[src/rtl/rgb_pkg.sv]
// rgb_pkg: shared colour/RGB definitions for the colour lookup ROM and its clients.
// Contents: colour code width, RGB data width, ROM depth, colour enum and
// the RGB value stored at each colour code in the ROM init file.
package rgb_pkg;
    localparam int COLOUR_W  = 3;
    localparam int RGB_W     = 24;
    localparam int ROM_DEPTH = 8;

    typedef enum logic [COLOUR_W-1:0] {
        BLACK   = 3'd0,
        BLUE    = 3'd1,
        GREEN   = 3'd2,
        CYAN    = 3'd3,
        RED     = 3'd4,
        MAGENTA = 3'd5,
        YELLOW  = 3'd6,
        WHITE   = 3'd7
    } colour_e;

    localparam logic [RGB_W-1:0] RGB_BLACK   = 24'h000000;
    localparam logic [RGB_W-1:0] RGB_BLUE    = 24'h0000FF;
    localparam logic [RGB_W-1:0] RGB_GREEN   = 24'h00FF00;
    localparam logic [RGB_W-1:0] RGB_CYAN    = 24'h00FFFF;
    localparam logic [RGB_W-1:0] RGB_RED     = 24'hFF0000;
    localparam logic [RGB_W-1:0] RGB_MAGENTA = 24'hFF00FF;
    localparam logic [RGB_W-1:0] RGB_YELLOW  = 24'hFFFF00;
    localparam logic [RGB_W-1:0] RGB_WHITE   = 24'hFFFFFF;
endpackage

[src/rtl/rgb_lookup_arbiter_rr_arbiter.sv]
// rr_arbiter: round-robin one-hot winner selection with a last-winner pointer.
// Ports:
//   clk, rst_n  clock, asynchronous active-low reset
//   cand        candidate requests (already qualified by enable/reset)
//   gnt         one-hot grant, combinational
//   grant_any   a winner exists this cycle
//   win_id      index of the winner (0 when none)
module rr_arbiter #(
    parameter int NUM_REQ = 4,
    parameter int ID_W    = 2
) (
    input  logic               clk,
    input  logic               rst_n,
    input  logic [NUM_REQ-1:0] cand,
    output logic [NUM_REQ-1:0] gnt,
    output logic               grant_any,
    output logic [ID_W-1:0]    win_id
);
    logic [ID_W-1:0] ptr_q, ptr_d;
    logic [ID_W-1:0] idx;

    // Search starts one past the last winner and wraps, so the last winner
    // gets the lowest priority.
    always_comb begin
        grant_any = 1'b0;
        win_id    = '0;
        idx       = '0;
        for (int k = 1; k <= NUM_REQ; k++) begin
            idx = ID_W'((int'(ptr_q) + k) % NUM_REQ);
            if (!grant_any && cand[idx]) begin
                grant_any = 1'b1;
                win_id    = idx;
            end
        end
        gnt   = grant_any ? (NUM_REQ'(1) << win_id) : '0;
        ptr_d = grant_any ? win_id : ptr_q;
    end

    always_ff @(posedge clk or negedge rst_n) begin
        if (!rst_n) begin
            ptr_q <= ID_W'(NUM_REQ - 1);
        end else begin
            ptr_q <= ptr_d;
        end
    end
endmodule

[src/rtl/rgb_lookup_arbiter.sv]
// rgb_lookup_arbiter: shares one colour->RGB ROM among NUM_REQ requesters.
// Ports:
//   clk, rst_n       clock, asynchronous active-low reset
//   enable           0 blocks new grants; in-flight reads still complete
//   req, req_colour  per-requester level request and 3-bit colour code
//   gnt              one-hot grant, request consumed in the same cycle
//   rom_en, rom_addr ROM ena/addra (the parent ties wea/dina to 0)
//   rom_rdata        ROM douta, valid ROM_LATENCY edges after rom_en
//   rsp_valid/id/rgb tagged response, rgb forced to 0 when not valid
module rgb_lookup_arbiter
    import rgb_pkg::*;
#(
    parameter int NUM_REQ     = 4,
    parameter int ID_W        = 2,
    parameter int ROM_LATENCY = 1
) (
    input  logic                        clk,
    input  logic                        rst_n,
    input  logic                        enable,
    input  logic [NUM_REQ-1:0]          req,
    input  logic [COLOUR_W*NUM_REQ-1:0] req_colour,
    output logic [NUM_REQ-1:0]          gnt,
    output logic                        rom_en,
    output logic [COLOUR_W-1:0]         rom_addr,
    input  logic [RGB_W-1:0]            rom_rdata,
    output logic                        rsp_valid,
    output logic [ID_W-1:0]             rsp_id,
    output logic [RGB_W-1:0]            rsp_rgb
);
    logic [NUM_REQ-1:0]     cand;
    logic                   grant_any;
    logic [ID_W-1:0]        win_id;
    logic [ROM_LATENCY-1:0] vld_q, vld_d;
    logic [ID_W-1:0]        id_q [ROM_LATENCY];
    logic [ID_W-1:0]        id_d [ROM_LATENCY];

    // Gating with rst_n keeps gnt/rom_en low for the whole reset window.
    assign cand = req & {NUM_REQ{enable & rst_n}};

    rr_arbiter #(
        .NUM_REQ (NUM_REQ),
        .ID_W    (ID_W)
    ) u_arb (
        .clk       (clk),
        .rst_n     (rst_n),
        .cand      (cand),
        .gnt       (gnt),
        .grant_any (grant_any),
        .win_id    (win_id)
    );

    always_comb begin
        rom_en   = grant_any;
        rom_addr = grant_any ? req_colour[int'(win_id)*COLOUR_W +: COLOUR_W] : '0;
    end

    // Tag pipeline mirrors the ROM latency; it never stalls.
    always_comb begin
        vld_d[0] = grant_any;
        id_d[0]  = win_id;
        for (int i = 1; i < ROM_LATENCY; i++) begin
            vld_d[i] = vld_q[i-1];
            id_d[i]  = id_q[i-1];
        end
    end

    always_ff @(posedge clk or negedge rst_n) begin
        if (!rst_n) begin
            vld_q <= '0;
            for (int i = 0; i < ROM_LATENCY; i++) id_q[i] <= '0;
        end else begin
            vld_q <= vld_d;
            for (int i = 0; i < ROM_LATENCY; i++) id_q[i] <= id_d[i];
        end
    end

    always_comb begin
        rsp_valid = vld_q[ROM_LATENCY-1];
        rsp_id    = id_q[ROM_LATENCY-1];
        rsp_rgb   = rsp_valid ? rom_rdata : '0;
    end
endmodule

[config.mk]
export PLATFORM = sky130hd
export DESIGN_NAME = rgb_lookup_arbiter
export DESIGN_NICKNAME = d
export VERILOG_FILES = /design/src/rtl/rgb_pkg.sv /design/src/rtl/rgb_lookup_arbiter_rr_arbiter.sv /design/src/rtl/rgb_lookup_arbiter.sv
export SDC_FILE = /design/constraint.sdc
export NUM_CORES = 1
export LEC_CHECK = 0
export CORE_MARGIN = 2
export CORE_UTILIZATION = 26
export DETAILED_ROUTE_END_ITERATION = 10
export PLACE_DENSITY = 0.84
export SKIP_CTS_REPAIR_TIMING = 1
export SYNTH_ARGS = -nofsm -noshare
export SYNTH_HDL_FRONTEND = slang
export SYNTH_SLANG_ARGS = --single-unit
export TNS_END_PERCENT = 20
[constraint.sdc]
create_clock -name clk -period 3.3 [get_ports clk]
set_clock_uncertainty 0.15 [all_clocks]
set_input_delay 0.495 -clock clk [delete_from_list [all_inputs] [get_ports clk]]
set_output_delay 0.495 -clock clk [all_outputs]
set_load 0.05 [all_outputs]
# After elaboration in Yosys (flattened, before gate mapping)
# Cells that the tools add are included.
[word_totals] register_bits=5 input_bits=43 out_inout_bits=35
[classes] add_sub_neg=4 multipliers=1 magnitude_cmp=4 n_shift=2 n_mux=19 bitwise=2 reduce_logical=6
[ops] cell="2-to-1 mux 24 bit" n=1
[ops] cell="< comparator 2 x 3 -> 1 bit, second input constant" n=4
[ops] cell="variable part select 12 x 5 -> 3 bit" n=1
[ops] cell="binary-select mux 1 bit (select 2 bit)" n=4
[ops] cell="2-to-1 mux 1 bit" n=8
[ops] cell="2-to-1 mux 2 bit" n=4
[ops] cell="adder 2 x 1 -> 2 bit, second input constant" n=2
[ops] cell="adder 2 bit, second input constant" n=2
[ops] cell="bitwise AND 4 bit" n=1
[ops] cell="multiplier 2 x 2 -> 4 bit, second input constant" n=1
[ops] cell="2-to-1 mux 4 bit" n=1
[ops] cell="<< shifter 1 x 2 -> 4 bit, first input constant" n=1
[ops] cell="logical AND 1 bit" n=3
[ops] cell="zero test 1 bit" n=3
[ops] cell="2-to-1 mux 3 bit" n=1
[ops] cell="bitwise AND 1 bit" n=1

# Logic depth before layout (Yosys ltp)
[depth] ltp_word=17 ltp_mapped=6

# By module
# A second synthesis with hierarchy kept.
[unflattened] cells_unflattened=76 hier_area_um2=641.9
[modules_own_cells] mod="rgb_lookup_arbiter" n_inst=1 cells_per_inst=39 area_per_inst_um2=355.3 seq_area_each_um2=75.1
[modules_own_cells] mod="rr_arbiter" n_inst=1 cells_per_inst=37 area_per_inst_um2=286.5 seq_area_each_um2=52.6

# Worst setup path before layout
# Ideal clock, no wire load.
[synth_path] kind="input to output" startpoint="in req[1]" endpoint="out gnt[0]" arrival_time_ns=2.576 t_required_ns=2.655 path_slack_ns=0.079 path_stages=4 cell_sequence="nand2b_1 -> o221a_1 -> o21a_4 -> nor4_1"
[synth_via] elab_chain_cells=15 elab_cells_between_ends=25
[synth_rtl] element="start, declared" line="rgb_lookup_arbiter.sv:20" text="input logic [NUM_REQ-1:0] req,"
[synth_rtl] element="bitwise AND 4 bit *" line="rgb_lookup_arbiter.sv:38" text="assign cand = req & {NUM_REQ{enable & rst_n}};"
[synth_rtl] element="binary-select mux 1 bit (select 2 bit)" line="rgb_lookup_arbiter_rr_arbiter.sv:30" text="if (!grant_any && cand[idx]) begin"
[synth_rtl] element="2-to-1 mux 1 bit (not written as such)" line="rgb_lookup_arbiter_rr_arbiter.sv:30"
[synth_rtl] element="2-to-1 mux 1 bit" line="rgb_lookup_arbiter_rr_arbiter.sv:30"
[synth_rtl] element="zero test 1 bit" line="rgb_lookup_arbiter_rr_arbiter.sv:30"
[synth_rtl] element="logical AND 1 bit" line="rgb_lookup_arbiter_rr_arbiter.sv:30"
[synth_rtl] element="2-to-1 mux 1 bit" line="rgb_lookup_arbiter_rr_arbiter.sv:30"
[synth_rtl] element="zero test 1 bit" line="rgb_lookup_arbiter_rr_arbiter.sv:30"
[synth_rtl] element="logical AND 1 bit" line="rgb_lookup_arbiter_rr_arbiter.sv:30"
[synth_rtl] element="2-to-1 mux 1 bit" line="rgb_lookup_arbiter_rr_arbiter.sv:30"
[synth_rtl] element="zero test 1 bit" line="rgb_lookup_arbiter_rr_arbiter.sv:30"
[synth_rtl] element="logical AND 1 bit" line="rgb_lookup_arbiter_rr_arbiter.sv:30"
[synth_rtl] element="2-to-1 mux 2 bit" line="rgb_lookup_arbiter_rr_arbiter.sv:30"
[synth_rtl] element="<< shifter 1 x 2 -> 4 bit" line="rgb_lookup_arbiter_rr_arbiter.sv:35" text="gnt = grant_any ? (NUM_REQ'(1) << win_id) : '0;"
[synth_rtl] element="2-to-1 mux 4 bit *" line="rgb_lookup_arbiter_rr_arbiter.sv:35"
[synth_rtl] element="end, declared" line="rgb_lookup_arbiter.sv:22" text="output logic [NUM_REQ-1:0] gnt,"
# Mark *: on every way between the ends. The rest lies on a longest branch, timed or not. The select of a mux whose other input is x is not followed.

# Worst setup path after layout
[layout_path] startpoint="in rst_n" endpoint="out gnt[0]"
[layout_via] elab_chain_cells=16 elab_cells_between_ends=26
[layout_rtl] element="start, declared" line="rgb_lookup_arbiter.sv:18" text="input logic rst_n,"
[layout_rtl] element="bitwise AND 1 bit *" line="rgb_lookup_arbiter.sv:38"
[layout_rtl] element="bitwise AND 4 bit *" line="rgb_lookup_arbiter.sv:38"
[layout_rtl] element="binary-select mux 1 bit (select 2 bit)" line="rgb_lookup_arbiter_rr_arbiter.sv:30"
[layout_rtl] element="2-to-1 mux 1 bit (not written as such)" line="rgb_lookup_arbiter_rr_arbiter.sv:30"
[layout_rtl] element="2-to-1 mux 1 bit" line="rgb_lookup_arbiter_rr_arbiter.sv:30"
[layout_rtl] element="zero test 1 bit" line="rgb_lookup_arbiter_rr_arbiter.sv:30"
[layout_rtl] element="logical AND 1 bit" line="rgb_lookup_arbiter_rr_arbiter.sv:30"
[layout_rtl] element="2-to-1 mux 1 bit" line="rgb_lookup_arbiter_rr_arbiter.sv:30"
[layout_rtl] element="zero test 1 bit" line="rgb_lookup_arbiter_rr_arbiter.sv:30"
[layout_rtl] element="logical AND 1 bit" line="rgb_lookup_arbiter_rr_arbiter.sv:30"
[layout_rtl] element="2-to-1 mux 1 bit" line="rgb_lookup_arbiter_rr_arbiter.sv:30"
[layout_rtl] element="zero test 1 bit" line="rgb_lookup_arbiter_rr_arbiter.sv:30"
[layout_rtl] element="logical AND 1 bit" line="rgb_lookup_arbiter_rr_arbiter.sv:30"
[layout_rtl] element="2-to-1 mux 2 bit" line="rgb_lookup_arbiter_rr_arbiter.sv:30"
[layout_rtl] element="<< shifter 1 x 2 -> 4 bit" line="rgb_lookup_arbiter_rr_arbiter.sv:35"
[layout_rtl] element="2-to-1 mux 4 bit *" line="rgb_lookup_arbiter_rr_arbiter.sv:35"
# Marks and branches as above.

==> results_dict.tcl <==
set metrics [dict create \
    grt_use_met1_pct 17.17 \
    hold_viol 0 \
    synth_cell_types 29 \
    ioPinCount 78 \
    setup_tns_ps 0 \
    start_util_pct 26.85 \
    portBuffers 77 \
    clock_sinks 5 \
    synth_nets 110 \
    layout-drive-gt1-share_pct 14.38 \
    hpwl_um 1991 \
    cp_num_buf_inv 2 \
    cts_max_level 1 \
    path_max_fanout 7 \
    ir_worst_vdd_v 0.0001879 \
    fin_crit_sh_pct 87.75 \
    postRouteAntennaNets 0 \
    fin_hold_ws_ps 342.3 \
    slowest_delay_ps 540 \
    leakagePower_nw 0.5740 \
    placed_cell_area_um2 1439 \
    cts_root_buf "clkbuf_4" \
    n_fill_cell 171 \
    antenna_cells 0 \
    post-route-drc-count 0 \
    wl_per_cell_um 13.18 \
    place_congestion 0.8677 \
    dieArea_um2 2611 \
    vias 796 \
    grt_pass1_wl_um 3622 \
    grt_overflow 0 \
    slowest_stage "clkdlybuf4s50_1" \
    yosys-top-cells-area "and2_1, dfrtp_1, mux2i_1, dfstp_2, nor2_1" \
    grt-busiest-layer "met2" \
    use_met2_pct 34.85 \
    yosysSeqAreaShare_pct 22.13 \
    status "completed" \
    yosysTopAreaCell "and2_1" \
    antenna_found_initial 0 \
    design_area_um2 1465 \
    total_power_w 0.0004562 \
    rsz0062_at_grt "no" \
    syn2layout_area_growth_pct 154.0 \
    tightestPinTransition_ps 518.1 \
    rows 17 \
    grt_pass1_vias 801 \
    arrival_ps 2250 \
    final.min_clock_period_ps 2896 \
    nets 190 \
    die_y_um 51.10 \
    post_synth_inst_count 67 \
    tritoncts "yes" \
    cts-buffers-inserted 3 \
    clk_pin_slew_worst_paths_ps 40 \
    critPathRequiredTime_ps 2650 \
    dieWidth_um 51.10 \
    reg2reg_slack_ps 1770 \
    syn_area_um2 576.8 \
    fp.coreArea_um2 2148 \
    ys_warn_count 0 \
    synth-seq-cells 5 \
    clk_latency_ps 230 \
    cp_top_family "buffers and inverters" \
    endpoint_kind "output pin" \
    hold_path.class "primary input to asynchronous set/reset pin" \
    max_slew_margin_pct 65.35 \
    via_per_inst 4.575 \
    critPathKind "primary input to output pin" \
    wl_um 2294 \
    crit_chain "clkdlybuf4s50_1, and2_1, o221a_1, o21a_4, nor4_1, buf_12" \
    finalSetupViolCount 0 \
    power_density_nw_per_um2 311.4 \
    yosysTopAreaCellShare_pct 28.20 \
    fin_util_pct 68.20 \
    grtUsageMet3_pct 7.018 \
    syn_avg_cell_area_um2 8.609 \
    grt_max_degree 26 \
    fmax_mhz 345.3 \
    drv_cap 0 \
    ctsLongestPathBuffers 2 \
    grt_use_total_pct 18.56 \
    final_max_slew_viol_count 0 \
    cp-start-kind "primary input" \
    dr.pass1.iters 4 \
    first_iter_violations 4 \
]
## cells in the mapped netlist (all sizes together)
| master | n |
|---|---|
| or3b | 1 |
| o211ai | 1 |
| nand2b | 2 |
| o21a | 1 |
| nor2 | 4 |
| dfrtp | 3 |
| mux2i | 6 |
| nor2b | 1 |
| nand3b | 1 |
| dfstp | 2 |
| o2111ai | 1 |
| a21boi | 2 |
| buf | 1 |
| and2 | 27 |
| nor3 | 1 |
| or2 | 1 |
| and3 | 1 |
| clkbuf | 2 |
| o22a | 1 |
| o22ai | 3 |
| nand2 | 2 |
| o221a | 1 |
| nor4 | 1 |
| inv | 1 |
## worst register-to-register path, stage by stage (launching register included)
cell and delay [ps]:
dfstp_2 570, a21boi_1 90, o221a_1 250, o21a_4 220, nand2_4 100, inv_1 40
## state kept, by name, indices dropped and copies added, names as in the netlist
signal       flops
rsp_id           2
u_arb.ptr_q      2
rsp_valid        1
## metrics by stage
stage / worst slack (ps) / instances
3_3_place_gp: 434.3 / 170
2_1_floorplan: 78.93 / 67
3_5_place_dp: 393.0 / 170
4_1_cts: 384.7 / 174
5_1_grt: 223.9 / 174
6_report: 404.2 / 174
## power by group
group,internal [W],switching [W]
clock network,0.0000455,0.0000215
registers,0.0000800,0.0000164
logic,0.000144,0.000148
total,0.000270,0.000186
## layout by cell type (no fill, tap or decap), types with 2 or more instances in the layout
cell / Yosys / final
and2_1: 26 / 26
buf_12: 0 / 7
buf_4: 0 / 2
clkbuf_4: 0 / 3
clkdlybuf4s50_1: 0 / 69
dfrtp_1: 3 / 3
dfstp_2: 2 / 2
mux2i_1: 6 / 6
nor2_1: 4 / 4
o22ai_1: 2 / 2
## final cells by class
class	instances	area [um^2]	area share (%)
multi-input cells	58	426.7	29.12
repair buffers	78	845.8	57.73
well taps	28	35.03	2.391
flip-flops and latches	5	127.6	8.710
inverters	1	3.754	0.2562
clock buffers	4	26.28	1.793
## cells by family (layout without fill, tap and decap cells)
kind of cell,after synthesis,in the layout,share of synthesized area (%)
mux,6,6,10.41
buf+inv,4,83,3.904
compound gates,10,10,16.92
simple gates,42,42,46.64
flops,5,5,22.13
## metal layers
| metal | up-vias | wire [um] |
|---|---|---|
| met5 | - | 0 |
| met4 | 0 | 12 |
| met3 | 2 | 297 |
| met2 | 59 | 1199 |
| met1 | 348 | 785 |
| li1 | 387 | - |
## final timing paths
kind	from	to	depth (start not counted)
max	rst_n	gnt[0]	6
min	rst_n	rsp_id[1]$_DFF_PN0_	1
max reg2reg	u_arb.ptr_q[1]$_DFFE_PN1P_	rsp_id[0]$_DFF_PN0_	5
min reg2reg	u_arb.ptr_q[1]$_DFFE_PN1P_	u_arb.ptr_q[1]$_DFFE_PN1P_	1
max in group asynchronous	rst_n	u_arb.ptr_q[1]$_DFFE_PN1P_	1
min in group clk	u_arb.ptr_q[1]$_DFFE_PN1P_	u_arb.ptr_q[1]$_DFFE_PN1P_	1
Note: power is estimated with default switching activity, not from simulation.
